File: config.mk
export PLATFORM = sky130hd
export DESIGN_NAME = axi4_region_cfg_master
export DESIGN_NICKNAME = d
export VERILOG_FILES = /design/src/rtl/axi4_region_pkg.sv /design/src/rtl/axi4_region_cfg_master.sv
export SDC_FILE = /design/constraint.sdc
export NUM_CORES = 2
export LEC_CHECK = 0
export CAP_MARGIN = 20
export CELL_PAD_IN_SITES_DETAIL_PLACEMENT = 2
export CELL_PAD_IN_SITES_GLOBAL_PLACEMENT = 2
export CORE_MARGIN = 2
export CORE_UTILIZATION = 45
export DETAILED_ROUTE_END_ITERATION = 12
export GPL_TIMING_DRIVEN = 0
export PLACE_DENSITY = 0.87
export SYNTH_ARGS = -nofsm -noshare
export SYNTH_HDL_FRONTEND = slang
export SYNTH_SLANG_ARGS = --single-unit
export TNS_END_PERCENT = 30
File: constraint.sdc
create_clock -name clk -period 6.4 [get_ports clk]
set_clock_uncertainty 0.2 [all_clocks]
set_input_delay 0.64 -clock clk [delete_from_list [all_inputs] [get_ports clk]]
set_output_delay 0.64 -clock clk [all_outputs]
set_load 0.05 [all_outputs]
File: src/rtl/axi4_region_pkg.sv
// Shared types for the region-table programming path: status codes, FSM states,
// shadow entry layout and the inclusive-range overlap test.
package axi4_region_pkg;

  localparam int unsigned PAGE_BITS      = 12;
  localparam int unsigned MAX_ADDR_WIDTH = 64;

  typedef enum logic [2:0] {
    OK          = 3'd0,
    ERR_ID      = 3'd1,
    ERR_ALIGN   = 3'd2,
    ERR_OVERLAP = 3'd3,
    ERR_VERIFY  = 3'd4
  } region_status_e;

  typedef enum logic [2:0] {
    ST_IDLE,
    ST_CHECK,
    ST_COMMIT,
    ST_VERIFY_LO,
    ST_VERIFY_HI,
    ST_RESP
  } cfg_state_e;

  // Addresses are stored at the widest supported width and zero-extended on write.
  typedef struct packed {
    logic                      enable;
    logic [MAX_ADDR_WIDTH-1:0] start_addr;
    logic [MAX_ADDR_WIDTH-1:0] end_addr;
  } region_entry_t;

  function automatic logic regions_overlap(
    input logic [MAX_ADDR_WIDTH-1:0] a_start,
    input logic [MAX_ADDR_WIDTH-1:0] a_end,
    input logic [MAX_ADDR_WIDTH-1:0] b_start,
    input logic [MAX_ADDR_WIDTH-1:0] b_end
  );
    return !((a_end < b_start) || (a_start > b_end));
  endfunction

endpackage

File: src/rtl/axi4_region_cfg_master.sv
// Programs one axi4_region_decoder entry per request: pre-checks against a shadow
// table, strobes the cfg port, reads both range ends back, then returns a status.
module axi4_region_cfg_master
  import axi4_region_pkg::*;
#(
  parameter int unsigned ADDR_WIDTH   = 32,
  parameter int unsigned NUM_REGIONS  = 16,
  parameter int unsigned REGION_WIDTH = 4
) (
  input  logic                    clk,
  input  logic                    rst,
  input  logic                    req_valid,
  output logic                    req_ready,
  input  logic [REGION_WIDTH-1:0] req_region_id,
  input  logic [ADDR_WIDTH-1:0]   req_start_addr,
  input  logic [ADDR_WIDTH-1:0]   req_end_addr,
  input  logic                    req_enable,
  output logic                    rsp_valid,
  input  logic                    rsp_ready,
  output logic [2:0]              rsp_status,
  output logic                    cfg_valid,
  output logic [REGION_WIDTH-1:0] cfg_region_id,
  output logic [ADDR_WIDTH-1:0]   cfg_start_addr,
  output logic [ADDR_WIDTH-1:0]   cfg_end_addr,
  output logic                    cfg_enable,
  output logic                    decode_valid,
  output logic [ADDR_WIDTH-1:0]   decode_addr,
  input  logic [REGION_WIDTH-1:0] decode_region,
  input  logic                    decode_hit,
  input  logic                    decode_error,
  output logic                    busy
);

  cfg_state_e               state_q, state_d;
  logic [REGION_WIDTH-1:0]  idx_q, idx_d;
  region_status_e           status_q, status_d;
  logic                     vfail_q, vfail_d;
  logic                     accept;

  logic [REGION_WIDTH-1:0]  lat_id;
  logic [ADDR_WIDTH-1:0]    lat_start;
  logic [ADDR_WIDTH-1:0]    lat_end;
  logic                     lat_enable;

  region_entry_t            shadow [NUM_REGIONS];
  region_entry_t            cur_entry;
  logic                     id_bad, align_bad, entry_hit, probe_bad;

  assign cur_entry = shadow[idx_q];
  assign id_bad    = ({1'b0, req_region_id} >= (REGION_WIDTH+1)'(NUM_REGIONS));
  assign align_bad = (req_start_addr > req_end_addr) ||
                     (req_start_addr[PAGE_BITS-1:0] != '0) ||
                     (req_end_addr[PAGE_BITS-1:0] != '1);
  // Own entry, disabled entries and disable requests never conflict.
  assign entry_hit = lat_enable && cur_entry.enable && (idx_q != lat_id) &&
                     regions_overlap(MAX_ADDR_WIDTH'(lat_start), MAX_ADDR_WIDTH'(lat_end),
                                     cur_entry.start_addr, cur_entry.end_addr);
  assign probe_bad = !decode_hit || decode_error || (decode_region != lat_id);

  // Next-state logic
  always_comb begin
    state_d  = state_q;
    idx_d    = idx_q;
    status_d = status_q;
    vfail_d  = vfail_q;
    accept   = 1'b0;
    case (state_q)
      ST_IDLE: begin
        if (req_valid) begin
          accept  = 1'b1;
          idx_d   = '0;
          vfail_d = 1'b0;
          if (id_bad) begin
            status_d = ERR_ID;
            state_d  = ST_RESP;
          end else if (align_bad) begin
            status_d = ERR_ALIGN;
            state_d  = ST_RESP;
          end else begin
            status_d = OK;
            state_d  = ST_CHECK;
          end
        end
      end
      ST_CHECK: begin
        if (entry_hit) begin
          status_d = ERR_OVERLAP;
          state_d  = ST_RESP;
        end else if (idx_q == REGION_WIDTH'(NUM_REGIONS - 1)) begin
          state_d = ST_COMMIT;
        end else begin
          idx_d = idx_q + REGION_WIDTH'(1);
        end
      end
      ST_COMMIT:    state_d = lat_enable ? ST_VERIFY_LO : ST_RESP;
      ST_VERIFY_LO: begin
        vfail_d = probe_bad;
        state_d = ST_VERIFY_HI;
      end
      ST_VERIFY_HI: begin
        if (vfail_q || probe_bad) status_d = ERR_VERIFY;
        state_d = ST_RESP;
      end
      ST_RESP:      if (rsp_ready) state_d = ST_IDLE;
      default:      state_d = ST_IDLE;
    endcase
  end

  // State, descriptor latch and shadow table
  always_ff @(posedge clk) begin
    if (rst) begin
      state_q    <= ST_IDLE;
      idx_q      <= '0;
      status_q   <= OK;
      vfail_q    <= 1'b0;
      lat_id     <= '0;
      lat_start  <= '0;
      lat_end    <= '0;
      lat_enable <= 1'b0;
      for (int i = 0; i < NUM_REGIONS; i++) shadow[i] <= '0;
    end else begin
      state_q  <= state_d;
      idx_q    <= idx_d;
      status_q <= status_d;
      vfail_q  <= vfail_d;
      if (accept) begin
        lat_id     <= req_region_id;
        lat_start  <= req_start_addr;
        lat_end    <= req_end_addr;
        lat_enable <= req_enable;
      end
      if (state_q == ST_COMMIT) begin
        shadow[lat_id] <= '{enable:     lat_enable,
                            start_addr: MAX_ADDR_WIDTH'(lat_start),
                            end_addr:   MAX_ADDR_WIDTH'(lat_end)};
      end
    end
  end

  // Outputs registered from the next state so they line up with the state register.
  always_ff @(posedge clk) begin
    if (rst) begin
      req_ready      <= 1'b1;
      busy           <= 1'b0;
      rsp_valid      <= 1'b0;
      rsp_status     <= 3'(OK);
      cfg_valid      <= 1'b0;
      cfg_region_id  <= '0;
      cfg_start_addr <= '0;
      cfg_end_addr   <= '0;
      cfg_enable     <= 1'b0;
      decode_valid   <= 1'b0;
      decode_addr    <= '0;
    end else begin
      req_ready      <= (state_d == ST_IDLE);
      busy           <= (state_d != ST_IDLE);
      rsp_valid      <= (state_d == ST_RESP);
      rsp_status     <= (state_d == ST_RESP) ? 3'(status_d) : 3'(OK);
      cfg_valid      <= (state_d == ST_COMMIT);
      cfg_region_id  <= (state_d == ST_COMMIT) ? lat_id     : '0;
      cfg_start_addr <= (state_d == ST_COMMIT) ? lat_start  : '0;
      cfg_end_addr   <= (state_d == ST_COMMIT) ? lat_end    : '0;
      cfg_enable     <= (state_d == ST_COMMIT) ? lat_enable : 1'b0;
      decode_valid   <= (state_d == ST_VERIFY_LO) || (state_d == ST_VERIFY_HI);
      decode_addr    <= (state_d == ST_VERIFY_LO) ? lat_start :
                        (state_d == ST_VERIFY_HI) ? lat_end   : '0;
    end
  end

endmodule

==> results of run 1 <==
-- what timing repair did --
action | CTS
setup buffers | 1
resized for setup | 82
endpoints found under the setup margin | 90
pin swaps | 1
-- cells by family after synthesis --
group	count (synthesis)	synth area share (%)
AND/OR/NAND/NOR	1449	15.4
flip-flops	1233	63.7
buffers and inverters	411	2.84
multiplexers	326	13.2
AO/OA/AOI/OAI	227	2.54
adder cells (fa/ha/maj)	96	2.18
XOR/XNOR	8	0.127
-- routing by layer --
layer / GRT overflow / global-route usage (%)
met1: 1 / 75.1
met2: 4 / 88.6
met3: 0 / 71.2
met5: 0 / 58.6
met4: 17 / 72.6
-- per-stage QoR --
step / util [%] / hold WS [ps] / cells
3_5_place_dp: 49.3 / 295 / 5603
3_3_place_gp: 48.5 / 279 / 5561
2_1_floorplan: - / 262 / 3750
4_1_cts: 53.0 / 198 / 5851
==> results.md, run 1 <==
### Outcome
- stopped before the end — outcome
- global routing — terminating stage of the flow
- [ERROR GRT-0232] Routing congestion too high. Check the congestion heatmap in the GUI. — Stop Error

### Floorplan
- 128 — total number of placement rows
- 188 — number of top-level pins
- 354 um — height of the die
- 354 um — die boundary width
- 45.3% — Initial Util

### Timing
- rsp_status[1]$_SDFF_PP0_/D — worst endpoint after global-route timing repair
- register input — type of pin the worst path ends at

### Synthesis
- 1,040 — number of flops mapped to enable cells by yosys
- sky130_fd_sc_hd__and2_1 — dominant cell by count in the synthesized netlist
- 14.7 um^2 — post-synthesis average cell area
- sky130_fd_sc_hd__edfxtp_1 — post-synth top area cell
- 3,750 — gate count of the mapped netlist
- sky130_fd_sc_hd__edfxtp_1 (57%), sky130_fd_sc_hd__mux4_2 (13%), sky130_fd_sc_hd__and2_1 (12%), sky130_fd_sc_hd__dfxtp_1 (7.0%), sky130_fd_sc_hd__ha_1 (2.2%) — biggest area contributors in the synthesized netlist
- 56.6% — area fraction of the dominant cell type after synthesis
- 0% — fraction of registers with async set or reset after synthesis
- sky130_fd_sc_hd__and2_1 (1,084), sky130_fd_sc_hd__edfxtp_1 (1,040), sky130_fd_sc_hd__mux4_2 (322), sky130_fd_sc_hd__clkbuf_1 (273), sky130_fd_sc_hd__dfxtp_1 (193) — list of most frequent post-synthesis cells
- 63.7% — share of the yosys chip area belonging to registers
- 1,233 — register bit count reported by yosys
- 60 — number of distinct library cell variants in the gate-level netlist after synthesis
- 55,100 um^2 — area of the mapped netlist
- 3,925 — post-synth net total
- sky130_fd_sc_hd__edfxtp_1 — Synth Flop Type
- 0 — Synth warnings

### Clock tree
- sky130_fd_sc_hd__clkbuf_16 — Root Driver
- 3 — maximum number of buffers from clock root to sink
- 4 — count of H-tree levels built during CTS
- 0 — CTS Hold Bufs
- 136 — total clock buffers created by CTS
- 1,233 — Clock Sinks

### Placed design
- 0.857 — final weighted congestion in routability-driven placement
- 157,000 um — sum of net half-perimeters after detailed placement
- 60,000 um^2 — cell area after placement
- 186 — # port buffers
- -2360 ps — DP Worst Slack

### GRT
- 77.3% — GRT Resource Usage Total
- 49 — largest net degree at the start of global routing
- 101 — number of antenna violations at the first check in global routing
- 22 — residual overflow from global routing

==> run 2: changes to the inputs <==
Settings changed: CELL_PAD_IN_SITES_DETAIL_PLACEMENT 2 to unset, CELL_PAD_IN_SITES_GLOBAL_PLACEMENT 2 to unset, CORE_UTILIZATION 45 to 40, PLACE_DENSITY 0.87 to unset, PLACE_DENSITY_LB_ADDON set to 0.15.
==> run 2 against run 1 <==
The flow now finishes without violations. Synthesized cell count unchanged. Area after synthesis unchanged.
==> results.md, run 2 <==
### Outcome
- finished, final reports clean — outcome

### Synthesis
- 56.6% — area fraction of the dominant cell type after synthesis
- 0 — Synth warnings
- sky130_fd_sc_hd__and2_1 (1,084), sky130_fd_sc_hd__edfxtp_1 (1,040), sky130_fd_sc_hd__mux4_2 (322), sky130_fd_sc_hd__clkbuf_1 (273), sky130_fd_sc_hd__dfxtp_1 (193) — list of most frequent post-synthesis cells
- 14.7 um^2 — post-synthesis average cell area
- sky130_fd_sc_hd__edfxtp_1 — post-synth top area cell
- 1,233 — register bit count reported by yosys
- 0% — fraction of registers with async set or reset after synthesis
- sky130_fd_sc_hd__and2_1 — dominant cell by count in the synthesized netlist
- 3,925 — post-synth net total
- sky130_fd_sc_hd__edfxtp_1 (57%), sky130_fd_sc_hd__mux4_2 (13%), sky130_fd_sc_hd__and2_1 (12%), sky130_fd_sc_hd__dfxtp_1 (7.0%), sky130_fd_sc_hd__ha_1 (2.2%) — biggest area contributors in the synthesized netlist
- 1,040 — number of flops mapped to enable cells by yosys
- 3,750 — gate count of the mapped netlist
- 60 — number of distinct library cell variants in the gate-level netlist after synthesis
- 55,100 um^2 — area of the mapped netlist
- 63.7% — share of the yosys chip area belonging to registers
- sky130_fd_sc_hd__edfxtp_1 — Synth Flop Type

### Timing
- 0 — count of final max-slew check failures
- 0 — final hold viol count
- no — RSZ-0062 raised after global routing
- 160 MHz — maximum clock frequency
- 97.6% — part of the cycle the worst path needs
- 1290 ps — transition time at the pin with the least slew margin
- 6250 ps — post-layout minimum cycle time
- 152 ps — Worst Setup Slack, final
- 14.2% — Slew Limit Headroom
- 0 — number of failing setup endpoints in the final timing report
- 273 ps — Worst Hold Margin

### Worst setup path
- register — CP startpoint kind
- register — type of destination of the critical path
- 19 — number of cells on the worst reg-to-reg path
- 6740 ps — Worst Path Arrival
- cfg_start_addr[0] — Crit Reg-Reg Endpoint
- reg2reg — WS Path Type
- clkbuf_4 -> clkbuf_4 -> clkbuf_1 -> buf_8 -> mux4_2 -> mux4_2 -> inv_1 -> ha_1 -> a21oi_1 -> a21boi_0 -> o311ai_2 -> o2111ai_1 -> a21oi_2 -> a2111oi_4 -> nor3_4 -> buf_16 -> buf_2 -> buf_6 -> and2_1 — worst-path cell chain
- cfg_start_addr[0] — timing endpoint of the critical path
- 150 ps — worst reg-to-reg setup slack
- 11 — largest fanout on the critical path
- 570 ps — largest stage delay on the critical path
- sky130_fd_sc_hd__mux4_2 — Critical Path Slowest Stage Cell
- 6890 ps — critical path data required time

### Power
- 23.1 nW — static leakage
- 9.9% — combinational fraction of design power
- 48.5% — sequential share of power
- 0.00481 W — switching pwr
- 25.3% — Net Sw Frac
- 227 uV — largest voltage drop on the vdd net
- 0.0190 W — total power consumption of the routed design
- 41.6% — power share of the clock group
- 0.0142 W — P_int
- 293 nW/um^2 — Power per Cell Area

### Finish
- sky130_fd_sc_hd__and2_1 (1,084), sky130_fd_sc_hd__edfxtp_1 (1,040), sky130_fd_sc_hd__mux4_2 (322) — commonest cells after routing, fill and taps aside
- 18,500 um^2 — area of the multi-input gates
- 17.6% — post-synthesis to final-layout area growth
- 4,301 — NumNets Final
- 35,100 um^2 — Storage cell area
- 64,800 um^2 — Post-Layout Inst Area
- 6,039 — final instance count without filler cells
- 11,986 — Filler cells
- 1,040 — number of flip-flops in the largest register
- shadow — largest register by flop count
- sky130_fd_sc_hd__and2_1 — commonest non-fill, non-tap cell in the layout
- 15.1% — fraction of layout cells with a size suffix above 1

### Placed design
- -2020 ps — DP Worst Slack
- 186 — # port buffers
- 128,000 um — sum of net half-perimeters after detailed placement
- 60,200 um^2 — cell area after placement
- 5,776 — Cells after DPL
- 0.869 — final weighted congestion in routability-driven placement

### Routing
- 186,000 um — final routed wirelength across all metal layers
- 5 — count of TritonRoute iterations in the first routing pass
- 0 — DRC viols
- 30.8 um — average wire per standard cell
- 0 — count of nets left with antenna violations after detail routing
- 4,159 — initial DRC count
- 5.62 — DR vias/cell
- 33,949 — via count

### GRT
- 33,947 — via count of the first global-routing pass
- 7 — number of antenna violations at the first check in global routing
- 0 — residual overflow from global routing
- 260,000 um — global-route wire length before repair
- 42 — largest net degree at the start of global routing
- 26.5% — GRT Resource Usage Total

### Clock tree
- 4 — count of H-tree levels built during CTS
- 139 — total clock buffers created by CTS
- 60 ps — clock transition at the registers of the reported paths
- 1,233 — Clock Sinks
- sky130_fd_sc_hd__clkbuf_16 — Root Driver
- 3 — maximum number of buffers from clock root to sink
- yes — clock tree from TritonCTS
- 790 ps — clock latency on the worst-skew pair

### Floorplan
- 375 um — height of the die
- 136 — total number of placement rows
- 137,000 um^2 — area of the placeable core
- 188 — number of top-level pins
- 141,000 um^2 — full die area
- 40.2% — Initial Util
- 375 um — die boundary width

### Min path
- in2reg — kind of path behind the tightest hold check
- 3 — Worst Hold Path Cells

### Job
- 0 — max-capacitance violation count

==> run 2: how the worst min path moves through the flow <==
stage	start	to	slack, ps
6_report	req_start_addr[24]	lat_start[24]	270
3_5_place_dp	vfail_q	vfail_q	280
4_1_cts	req_start_addr[30]	lat_start[30]	220
3_3_place_gp	vfail_q	vfail_q	270
2_1_floorplan	vfail_q	vfail_q	260
5_1_grt	req_start_addr[30]	lat_start[30]	260
==> run 2: through the flow <==
| stage | util (%) | setup TNS, ps |
|---|---|---|
| floorplan | - | 0 |
| global placement | 43.2 | -205920 |
| detailed placement | 43.9 | -131750 |
| CTS | 47.2 | 0 |
| global route | 47.3 | 0 |
| finish | 47.3 | 0 |
==> run 2: routing by layer <==
metal / share of wire, % / wire length, um / vias to the layer above / GRT usage, %
li1: - / - / 14437 / -
met1: 43 / 80100 / 17638 / 38.0
met2: 45 / 83400 / 1546 / 40.0
met3: 8.2 / 15200 / 326 / 4.95
met4: 3.9 / 7330 / 2 / 10.4
met5: 0.0081 / 15 / - / 0
==> run 2: power by group through the flow <==
| stage | combinational, W | clock (W) | sequential (W) |
|---|---|---|---|
| after CTS | 0.00188 | 0.00800 | 0.00921 |
| final | 0.00188 | 0.00792 | 0.00922 |
| after floorplan | 0.00108 | 0 | 0.00923 |
| after global placement | 0.00179 | 0 | 0.00939 |
| after detailed placement | 0.00187 | 0 | 0.00938 |
| after global routing | 0.00200 | 0.00829 | 0.00924 |
==> run 2: area by class of cell <==
| cell class | count | area share, % |
|---|---|---|
| Clock inverter | 64 | 0.866 |
| Clock buffer | 189 | 5.98 |
| Buffer | 308 | 1.94 |
| Timing Repair Buffer | 236 | 4.40 |
| Antenna cell | 7 | 0.0270 |
| Sequential cell | 1233 | 54.1 |
| Tap cell | 1794 | 3.46 |
| Inverter | 102 | 0.591 |
| Multi-Input combinational cell | 2106 | 28.6 |
==> run 2: timing repair <==
| action | 4_1_cts | 5_1_grt |
|---|---|---|
| gates resized for setup | 48 | 10 |
| pin swaps | 1 | 1 |
| setup endpoints to repair | 90 | 23 |
| buffers inserted | 0 | 1 |
| hold buffers | 0 | 0 |
==> run 2: worst max-delay path: cells and delay by family, from the launching register on <==
family	cells	cell delay [ps]
buf+inv	8	2200
compound gates	6	1490
mux	2	910
simple gates	2	580
flops	1	420
fa+ha+maj	1	250
==> run 2: kinds of logic (layout without fill, tap and decap cells) <==
group           after synthesis  in the layout  synth area share [%]
mux                         326            326                  13.2
compound gates              227            227                  2.54
fa+ha+maj                    96             96                  2.18
xor+xnor                      8              8                 0.127
other cells                   0              7                     0
simple gates               1449           1449                  15.4
buf+inv                     411            899                  2.84
flops                      1233           1233                  63.7
No activity file was read; power rests on OpenSTA's default activity.
